File: config.mk
export PLATFORM = sky130hd
export DESIGN_NAME = dis_scan_compositor
export DESIGN_NICKNAME = d
export VERILOG_FILES = /design/src/rtl/dis_scan_compositor.sv
export SDC_FILE = /design/constraint.sdc
export NUM_CORES = 1
export LEC_CHECK = 0
export ABC_CLOCK_PERIOD_IN_PS = 3600
export CORE_UTILIZATION = 53
export CTS_BUF_LIST = sky130_fd_sc_hd__clkbuf_8
export CTS_CLUSTER_SIZE = 14
export DETAILED_ROUTE_END_ITERATION = 10
export GPL_TIMING_DRIVEN = 0
export PLACE_DENSITY = 0.79
export SYNTH_ARGS = -nofsm -noshare
export SYNTH_HDL_FRONTEND = slang
export SYNTH_SLANG_ARGS = --single-unit
File: constraint.sdc
create_clock -name clk -period 3.6 [get_ports clk]
set_clock_uncertainty 0.2 [all_clocks]
set_input_delay 0.54 -clock clk [delete_from_list [all_inputs] [get_ports clk]]
set_output_delay 0.54 -clock clk [all_outputs]
set_load 0.02 [all_outputs]
File: src/rtl/dis_scan_compositor.sv
// Scan coordinate generator and layer priority compositor: credit-limited issue into the
// layer pipelines, priority resolve at capture, and a registered-output pixel FIFO to the sink.
module dis_scan_compositor #(
   parameter int unsigned SCREEN_X   = 480,
   parameter int unsigned SCREEN_Y   = 800,
   parameter int unsigned LAYER_NUM  = 4,
   parameter int unsigned PIPE_LAT   = 4,
   parameter int unsigned FIFO_DEPTH = 8,
   parameter logic [15:0] BG_COLOR   = 16'h0000
) (
   input  logic                    clk,
   input  logic                    rst,
   input  logic                    start,
   output logic signed [15:0]      paint_x,
   output logic signed [15:0]      paint_y,
   input  logic [LAYER_NUM-1:0]    layer_enable,
   input  logic [16*LAYER_NUM-1:0] layer_color,
   output logic [15:0]             pix_data,
   output logic                    pix_valid,
   input  logic                    pix_ready,
   output logic                    pix_last,
   output logic                    busy,
   output logic                    frame_done
);
   localparam int unsigned CNT_W = $clog2(FIFO_DEPTH + PIPE_LAT + 1);
   localparam int unsigned PTR_W = (FIFO_DEPTH > 1) ? $clog2(FIFO_DEPTH) : 1;
   localparam logic [15:0] X_MAX = 16'(SCREEN_X - 1);
   localparam logic [15:0] Y_MAX = 16'(SCREEN_Y - 1);
   localparam logic [PTR_W-1:0] PTR_MAX = PTR_W'(FIFO_DEPTH - 1);

   typedef enum logic [1:0] {IDLE, SCAN, DRAIN} state_t;

   state_t                state_q, state_d;
   logic [15:0]           x_q, x_d, y_q, y_d;
   logic [15:0]           paint_x_q, paint_x_d, paint_y_q, paint_y_d;
   logic [PIPE_LAT-1:0]   vld_sr_q, vld_sr_d, last_sr_q, last_sr_d;
   logic [15:0]           mem_data_q [FIFO_DEPTH];
   logic [15:0]           mem_data_d [FIFO_DEPTH];
   logic                  mem_last_q [FIFO_DEPTH];
   logic                  mem_last_d [FIFO_DEPTH];
   logic [PTR_W-1:0]      wr_ptr_q, wr_ptr_d, rd_ptr_q, rd_ptr_d;
   logic [CNT_W-1:0]      mem_cnt_q, mem_cnt_d;
   logic [15:0]           pix_data_q, pix_data_d;
   logic                  pix_valid_q, pix_valid_d, pix_last_q, pix_last_d;
   logic                  busy_q, busy_d, frame_done_q, frame_done_d;

   logic [CNT_W-1:0]      inflight_c, fifo_cnt_c;
   logic [15:0]           comp_c;
   logic                  issue_c, push_c, pop_c, out_free_c, bypass_c, mem_wr_c, mem_rd_c;

   // Lowest-index enabled layer wins; background when nothing hits.
   always_comb begin
      comp_c = BG_COLOR;
      for (int i = int'(LAYER_NUM) - 1; i >= 0; i--) begin
         if (layer_enable[i]) comp_c = layer_color[16*i +: 16];
      end
   end

   always_comb begin
      inflight_c = '0;
      for (int i = 0; i < int'(PIPE_LAT); i++) inflight_c = inflight_c + CNT_W'(vld_sr_q[i]);
      fifo_cnt_c = mem_cnt_q + CNT_W'(pix_valid_q);
      // Credits: every issued coordinate already owns a FIFO slot; pops free slots next cycle.
      issue_c    = (state_q == SCAN) && ((fifo_cnt_c + inflight_c) < CNT_W'(FIFO_DEPTH));
      push_c     = vld_sr_q[PIPE_LAT-1];
      pop_c      = pix_valid_q && pix_ready;
      out_free_c = !pix_valid_q || pop_c;
      bypass_c   = push_c && out_free_c && (mem_cnt_q == '0);
      mem_wr_c   = push_c && !bypass_c;
      mem_rd_c   = out_free_c && (mem_cnt_q != '0);
   end

   always_comb begin
      state_d      = state_q;
      x_d          = x_q;
      y_d          = y_q;
      paint_x_d    = paint_x_q;
      paint_y_d    = paint_y_q;
      busy_d       = busy_q;
      frame_done_d = 1'b0;
      vld_sr_d     = (vld_sr_q << 1) | PIPE_LAT'(issue_c);
      last_sr_d    = (last_sr_q << 1) | PIPE_LAT'(issue_c && (x_q == X_MAX) && (y_q == Y_MAX));
      mem_data_d   = mem_data_q;
      mem_last_d   = mem_last_q;
      wr_ptr_d     = wr_ptr_q;
      rd_ptr_d     = rd_ptr_q;
      mem_cnt_d    = mem_cnt_q + CNT_W'(mem_wr_c) - CNT_W'(mem_rd_c);
      pix_data_d   = pix_data_q;
      pix_valid_d  = pix_valid_q;
      pix_last_d   = pix_last_q;

      case (state_q)
         IDLE: begin
            if (start) begin
               state_d = SCAN;
               x_d     = '0;
               y_d     = '0;
               busy_d  = 1'b1;
            end
         end
         SCAN: begin
            if (issue_c) begin
               paint_x_d = x_q;
               paint_y_d = y_q;
               if (x_q == X_MAX) begin
                  x_d = '0;
                  if (y_q == Y_MAX) begin
                     y_d     = '0;
                     state_d = DRAIN;
                  end else begin
                     y_d = y_q + 16'd1;
                  end
               end else begin
                  x_d = x_q + 16'd1;
               end
            end
         end
         DRAIN: begin
            // Done once nothing is in flight or buffered and the final beat leaves this cycle.
            if ((inflight_c == '0) && (mem_cnt_q == '0) && out_free_c) begin
               state_d      = IDLE;
               busy_d       = 1'b0;
               frame_done_d = 1'b1;
            end
         end
         default: state_d = IDLE;
      endcase

      if (mem_wr_c) begin
         mem_data_d[wr_ptr_q] = comp_c;
         mem_last_d[wr_ptr_q] = last_sr_q[PIPE_LAT-1];
         wr_ptr_d = (wr_ptr_q == PTR_MAX) ? '0 : wr_ptr_q + 1'b1;
      end

      if (mem_rd_c) begin
         pix_data_d  = mem_data_q[rd_ptr_q];
         pix_last_d  = mem_last_q[rd_ptr_q];
         pix_valid_d = 1'b1;
         rd_ptr_d    = (rd_ptr_q == PTR_MAX) ? '0 : rd_ptr_q + 1'b1;
      end else if (bypass_c) begin
         pix_data_d  = comp_c;
         pix_last_d  = last_sr_q[PIPE_LAT-1];
         pix_valid_d = 1'b1;
      end else if (pop_c) begin
         pix_valid_d = 1'b0;
         pix_last_d  = 1'b0;
      end
   end

   always_ff @(posedge clk) begin
      if (rst) begin
         state_q      <= IDLE;
         x_q          <= '0;
         y_q          <= '0;
         paint_x_q    <= '0;
         paint_y_q    <= '0;
         vld_sr_q     <= '0;
         last_sr_q    <= '0;
         mem_data_q   <= '{default: '0};
         mem_last_q   <= '{default: 1'b0};
         wr_ptr_q     <= '0;
         rd_ptr_q     <= '0;
         mem_cnt_q    <= '0;
         pix_data_q   <= '0;
         pix_valid_q  <= 1'b0;
         pix_last_q   <= 1'b0;
         busy_q       <= 1'b0;
         frame_done_q <= 1'b0;
      end else begin
         state_q      <= state_d;
         x_q          <= x_d;
         y_q          <= y_d;
         paint_x_q    <= paint_x_d;
         paint_y_q    <= paint_y_d;
         vld_sr_q     <= vld_sr_d;
         last_sr_q    <= last_sr_d;
         mem_data_q   <= mem_data_d;
         mem_last_q   <= mem_last_d;
         wr_ptr_q     <= wr_ptr_d;
         rd_ptr_q     <= rd_ptr_d;
         mem_cnt_q    <= mem_cnt_d;
         pix_data_q   <= pix_data_d;
         pix_valid_q  <= pix_valid_d;
         pix_last_q   <= pix_last_d;
         busy_q       <= busy_d;
         frame_done_q <= frame_done_d;
      end
   end

   assign paint_x    = paint_x_q;
   assign paint_y    = paint_y_q;
   assign pix_data   = pix_data_q;
   assign pix_valid  = pix_valid_q;
   assign pix_last   = pix_last_q;
   assign busy       = busy_q;
   assign frame_done = frame_done_q;
endmodule
==> results of run 1 <==
[per-stage QoR]
stage | cell area [sq um] | power [mW] | hold WS, ps
after floorplan | 10900 | 4.07 | 214
after global placement | 12400 | 4.63 | 216
after detailed placement | 12400 | 4.67 | 228
after CTS | 13200 | 7.00 | 217
after global routing | 13300 | 7.30 | 245
final | 13300 | 6.99 | 225
[cell type report]
cell class / count / area (sq um)
Fill cell: 1616 / 6890
Multi-Input combinational cell: 780 / 5580
Sequential cell: 240 / 4810
Timing Repair Buffer: 123 / 1230
Clock buffer: 48 / 661
Buffer: 102 / 437
Tap cell: 270 / 338
Inverter: 36 / 135
Clock inverter: 14 / 100
[report_power, final]
group	switching (mW)	total, mW	internal, mW	leakage [nW]
clock	1.06	2.33	1.27	0.424
sequential	0.0925	2.88	2.79	1.94
combinational	1.04	1.78	0.742	2.19
[per-layer routing]
metal  up-vias  part of all wire, %  wire (um)  GRT usage, %
li1       4599                    -          -             -
met1      4698                   44      13100          39.2
met2       451                   46      13700          44.8
met3        74                  8.6       2580          5.69
met4         0                  2.3        682          9.21
met5         -                    0          0             0
[flip-flops by register name, summed over array words and instances (netlist names), 4 cells and up]
name and count:
mem_last_q 8, pix_data 16, last_sr_q 4, paint_y 16
paint_x 16, mem_data_q 128, mem_cnt_q 4, y_q 16
vld_sr_q 4, x_q 16
[worst max-delay path by stage]
| stage | from | end | slack, ps | cells past startpoint |
|---|---|---|---|---|
| final | vld_sr_q[3]$_SDFF_PP0_ | x_q[7]$_SDFFE_PP0P_ | 140 | 10 |
| after global routing | mem_cnt_q[3]$_SDFF_PP0_ | mem_cnt_q[2]$_SDFF_PP0_ | 20 | 14 |
| after global placement | vld_sr_q[3]$_SDFF_PP0_ | y_q[4]$_SDFFE_PP0P_ | -180 | 12 |
| after floorplan | vld_sr_q[3]$_SDFF_PP0_ | paint_x[0]$_SDFFE_PP0P_ | 170 | 12 |
| after CTS | vld_sr_q[3]$_SDFF_PP0_ | y_q[0]$_SDFFE_PP0P_ | 10 | 12 |
| after detailed placement | vld_sr_q[3]$_SDFF_PP0_ | x_q[6]$_SDFFE_PP0P_ | -250 | 12 |
[layout by cell type (no fill, tap or decap), types with 10 or more instances in the layout]
cell type / Yosys / routed
clkbuf_8: 0 / 48
a31oi_1: 20 / 19
dfxtp_1: 240 / 239
inv_1: 36 / 46
nand4_1: 11 / 11
ha_1: 16 / 14
and3_1: 11 / 11
a21oi_1: 46 / 45
a221o_1: 15 / 15
mux2i_1: 57 / 57
clkbuf_1: 73 / 71
clkdlybuf4s50_1: 0 / 121
a32o_1: 16 / 16
buf_2: 25 / 21
nor2_1: 198 / 197
nand3_1: 26 / 26
a211oi_1: 128 / 128
nor2b_1: 10 / 10
mux4_2: 34 / 34
a22oi_2: 10 / 11
o21ai_0: 15 / 15
nor3_1: 14 / 14
nand2_1: 59 / 59
[worst max-delay path: stages, from the launching register on]
cell and delay [ps]:
dfxtp_4 340, inv_1 60, fa_1 530, inv_1 40
ha_1 300, ha_1 280, a21o_1 230, a311o_2 470
a21oi_4 310, or4b_4 500, a21oi_2 120
[timing repair]
| action | CTS | global route |
|---|---|---|
| resized for setup | 12 | 10 |
| endpoints found under the setup margin | 59 | 56 |
| endpoints found under the hold margin | 0 | 0 |
| pin swaps | 2 | 4 |
| cloned | 0 | 0 |
| setup buffers | 1 | 1 |
[cell families after synthesis]
logic type	after synthesis	share of synthesized area, %
xor gates and xnor gates	2	0.161
buffers and inverters	138	5.05
DFF	240	44.2
and+or+nand+nor	372	15.6
muxes	92	12.4
adders and majority gates	18	2.21
AOI/OAI and AO/OA	296	20.4
==> impl_metrics.py, run 1 <==
metrics = {
    "sta": {
        "slew_viol_final": 0,
        "final-setup-viol-count": 0,
        "rsz0062_at_grt": "no",
        "period_minus_slack_ps": 3460,
        "clock.fmax_mhz": 289,
        "finalCritPeriodShare_pct": 96.2,
        "tightest_slew_ps": 1150,
        "worst_slack_ps": 135,
        "finalSetupTns_ps": 0,
        "slew_headroom_pct": 23.1,
        "final_hold_viol_count": 0,
    },
    "yosys": {
        "synth_common_cells": "dfxtp_1, nor2_1, a211oi_1",
        "syn_nets": 1248,
        "seq_area_frac_synth_pct": 44.2,
        "synth_warnings": 0,
        "yosysMostFrequentCell": "dfxtp_1",
        "syn_inst": 1158,
        "yosys.area.top_type": "dfxtp_1",
        "synthArstFlopShare_pct": 0,
        "netlist_top_cells_area": "dfxtp_1, a211oi_1, mux4_2, nor2_1, mux2i_1",
        "avgSynthCellArea_sq_um": 9.39,
        "synth_ff_type": "dfxtp_1",
        "syn-cell-area_sq_mm": 0.0109,
        "yosysTopAreaCellShare_pct": 44.2,
        "synth_edf_count": 0,
        "synth_cell_types": 59,
        "synth_seq_cells": 240,
    },
    "final_layout": {
        "num_antenna_cells": 0,
        "final_util_pct": 65.9,
        "syn_to_final_growth_pct": 22.1,
        "layout.cells.non_filler": 1613,
        "layout.nets": 1412,
        "drive_gt1_share_pct": 10.6,
    },
    "drt": {
        "via_per_inst": 6.09,
        "drtIter0Drc": 684,
        "num_vias": 9822,
        "drc": 0,
        "dr.pass1.iters": 5,
        "drt-wirelength-per-cell_um": 18.7,
        "drt-total-wl_mm": 30.1,
        "ant_nets": 0,
    },
    "floorplan": {
        "die_area_sq_mm": 0.0211,
        "fp.dieW_um": 145,
        "die_h_um": 145,
        "row_count": 52,
        "ios": 124,
        "fp.coreArea_sq_mm": 0.0202,
        "start_util_pct": 53.9,
    },
    "placement": {
        "dp.cells": 1549,
        "hpwl_mm": 21.6,
        "gp_congestion": 0.890,
        "io_buffers": 121,
        "dp_slack_ps": -246,
    },
    "run": {
        "drv_cap": 0,
    },
    "hold_path": {
        "min_to": "last_sr_q[1]$_SDFF_PP0_",
        "hold_depth": 1,
        "hp-class": "register to register",
        "hold_start": "last_sr_q[0]$_SDFF_PP0_",
    },
    "clock_tree": {
        "cts_buffer_depth": 3,
        "clkLatencyLatePin_ps": 550,
        "path_clk_slew_ps": 60,
        "cts_tree": "yes",
        "ctsHtreeMaxLevel": 2,
        "numCtsBuffers": 39,
        "cts_num_sinks": 240,
        "clk_root_buffer_cell": "clkbuf_8",
        "ctsHoldBuffers": 0,
    },
    "critical_path": {
        "cp.required_ps": 3850,
        "rr_startpoint": "vld_sr_q[3]$_SDFF_PP0_",
        "crit_type": "register to register",
        "crit_path_start_kind": "register",
        "cp-end-kind": "register",
        "crit_arrival_ps": 3710,
        "r2r-end": "x_q[7]$_SDFFE_PP0P_",
        "reg2reg_slack_ps": 140,
        "reg2regPathDepth": 10,
        "cp_max_fo": 7,
    },
    "global_routing": {
        "grt_pass1_wl_mm": 48.8,
        "track_usage_pct": 28.5,
        "grt-ovfl-total": 0,
        "antenna_found_initial": 0,
        "grt_max_degree": 12,
        "grt_pass1_vias": 9553,
    },
    "pwr": {
        "pwr_density_cell_mw_per_mm2": 526,
        "leakage_nw": 4.55,
        "vdd_drop_max_v": 0.000324,
    },
    "outcome": {
        "status": "finished, final reports clean",
    },
}
No activity file was read; power rests on OpenSTA's default activity.
==> run 2: changes to the inputs <==
CTS_CLUSTER_SIZE = default   (was 14)
==> results of run 2 <==
Same layout as run 1: the final DEF is identical, and so are final timing and power.
==> run 3: changes to the inputs <==
ABC_CLOCK_PERIOD_IN_PS = 4200   (was 3600)
CAP_MARGIN = 20   (was default)
CORE_UTILIZATION = 55   (was 53)
PLACE_DENSITY = 0.78   (was 0.79)
clock period = 4.2 ns   (was 3.6 ns; I/O delays follow)
==> run 3 against run 2 <==
Effect of this change: total power fell by 16%; combinational power fell by 16%; wire length fell by 1.4%; sequential power fell by 14%; critical endpoint is now x_q[6]$_SDFFE_PP0P_; highest routed layer unchanged; design area fell by 1.0%; critical path type unchanged.
==> impl_metrics.py, run 3 (synthesized netlist as in run 1, its figures left out) <==
metrics = {
    "final_layout": {
        "layout_common_cells": "dfxtp_1, nor2_1, a211oi_1",
        "largest_reg_flops": 128,
        "drive_gt1_share_pct": 9.59,
        "final_common_cell": "dfxtp_1",
        "top_register": "mem_data_q",
        "final_cell_area_sq_mm": 0.0131,
        "num_antenna_cells": 0,
        "ff_latch_area_sq_mm": 0.00480,
        "fillers": 1594,
        "layout.nets": 1411,
        "syn_to_final_growth_pct": 20.9,
        "multi_input_area_sq_mm": 0.00552,
    },
    "pwr": {
        "vdd_drop_max_v": 0.000233,
        "pwr-share-seq_pct": 42.0,
        "p_sw_mw": 1.88,
        "combPwrFrac_pct": 25.4,
        "leakage_nw": 4.53,
        "p_int_mw": 4.00,
        "pwr_density_cell_mw_per_mm2": 447,
        "clkPwrFrac_pct": 32.6,
        "p_sw_share_pct": 32.0,
    },
    "clock_tree": {
        "cts_tree": "yes",
        "cts_num_sinks": 240,
        "post_cts_resized": 0,
        "cts_buffer_depth": 3,
        "numCtsBuffers": 40,
        "clkLatencyLatePin_ps": 560,
        "ctsHtreeMaxLevel": 2,
        "postCtsSetupRepairBufs": 0,
        "path_clk_slew_ps": 60,
        "ctsHoldBuffers": 0,
        "clk_root_buffer_cell": "clkbuf_8",
    },
    "drt": {
        "via_per_inst": 6.06,
        "drt-wirelength-per-cell_um": 18.5,
        "num_vias": 9762,
        "dr.pass1.iters": 5,
        "drtIter0Drc": 981,
        "drc": 0,
        "ant_nets": 0,
        "drt-total-wl_mm": 29.7,
    },
    "sta": {
        "clock.fmax_mhz": 254,
        "period_minus_slack_ps": 3930,
        "final-setup-viol-count": 0,
        "finalCritPeriodShare_pct": 93.6,
        "slew_viol_final": 0,
        "final_hold_viol_count": 0,
        "rsz0062_at_grt": "no",
        "tightest_slew_ps": 1080,
        "finalSetupTns_ps": 0,
        "slew_headroom_pct": 28.2,
    },
    "critical_path": {
        "cp_common_cell": "ha_1",
        "cp_max_fo": 10,
        "critPathSlowestCell": "fa_1",
        "cp.required_ps": 4430,
        "crit_path_start_kind": "register",
        "max_stage_delay_ps": 540,
        "crit_arrival_ps": 4160,
        "reg2regPathDepth": 12,
        "worstPathCellList": "inv_1, fa_1, inv_1, ha_1, ha_1, ha_1, a21o_1, a311o_1, a31oi_1, buf_2, a31oi_1, a311oi_1",
        "crit_type": "register to register",
        "cp-end-kind": "register",
    },
    "hold_path": {
        "hp-class": "register to register",
        "hold_depth": 1,
    },
    "global_routing": {
        "grt-ovfl-total": 0,
        "antenna_found_initial": 0,
        "grt_pass1_vias": 9322,
        "track_usage_pct": 29.8,
        "grt_max_degree": 12,
        "grt_pass1_wl_mm": 47.7,
    },
    "floorplan": {
        "fp.dieW_um": 143,
        "ios": 124,
        "fp.coreArea_sq_mm": 0.0194,
        "row_count": 51,
        "start_util_pct": 56.1,
        "die_area_sq_mm": 0.0203,
        "die_h_um": 143,
    },
    "run": {
        "drv_cap": 0,
    },
    "placement": {
        "io_buffers": 121,
        "placed_cell_area_sq_mm": 0.0124,
        "hpwl_mm": 21.2,
        "gp_congestion": 0.907,
    },
    "outcome": {
        "status": "finished, final reports clean",
    },
}
run 3: area by class of cell:
| class | count | area share (%) |
|---|---|---|
| plain buffers | 102 | 3.15 |
| clock buffers | 46 | 4.82 |
| clock inverters | 20 | 0.714 |
| inverters | 36 | 1.03 |
| multi-input cells | 780 | 42.0 |
| flip-flops and latches | 240 | 36.5 |
| well taps | 265 | 2.52 |
| repair buffers | 121 | 9.21 |
run 3: stage by stage:
step                instances  worst slack, ps  utilization [%]  power (mW)  hold WS, ps
finish                   1610              268             67.8        5.88          237
global route             1610             78.8             67.8        6.13          252
CTS                      1610              315             67.8        5.90          236
detailed placement       1544              348             64.0        4.00          224
global placement         1544              377             64.0        3.97          220
floorplan                1158              768                -        3.49          214
run 3: worst paths after layout:
| check | startpoint | end | slack [ps] |
|---|---|---|---|
| min | last_sr_q[0]$_SDFF_PP0_ | last_sr_q[1]$_SDFF_PP0_ | 240 |
| max reg2reg | vld_sr_q[3]$_SDFF_PP0_ | x_q[6]$_SDFFE_PP0P_ | 270 |
| min reg2reg | last_sr_q[0]$_SDFF_PP0_ | last_sr_q[1]$_SDFF_PP0_ | 240 |
| max | vld_sr_q[3]$_SDFF_PP0_ | x_q[6]$_SDFFE_PP0P_ | 270 |
run 3: power by group through the flow:
stage / Combinational [mW] / Sequential [mW] / Clock, mW
finish: 1.49 / 2.47 / 1.92
detailed placement: 1.48 / 2.52 / 0
global route: 1.62 / 2.48 / 2.03
CTS: 1.49 / 2.47 / 1.94
global placement: 1.46 / 2.52 / 0
floorplan: 0.900 / 2.59 / 0
run 3: critical path, delay by kind of cell, from the launching register on:
kind	cells	cell delay (ps)
DFF	1	470
AOI/OAI and AO/OA	5	1410
buffers and inverters	3	480
adders and majority gates	4	1260
run 3: layer usage:
layer	vias up	part of all wire (%)	track usage, %
met5	-	0	0
met4	0	2.5	10.1
met3	72	8.4	6.47
met2	434	44	45.6
met1	4635	45	41.7
li1	4621	-	-
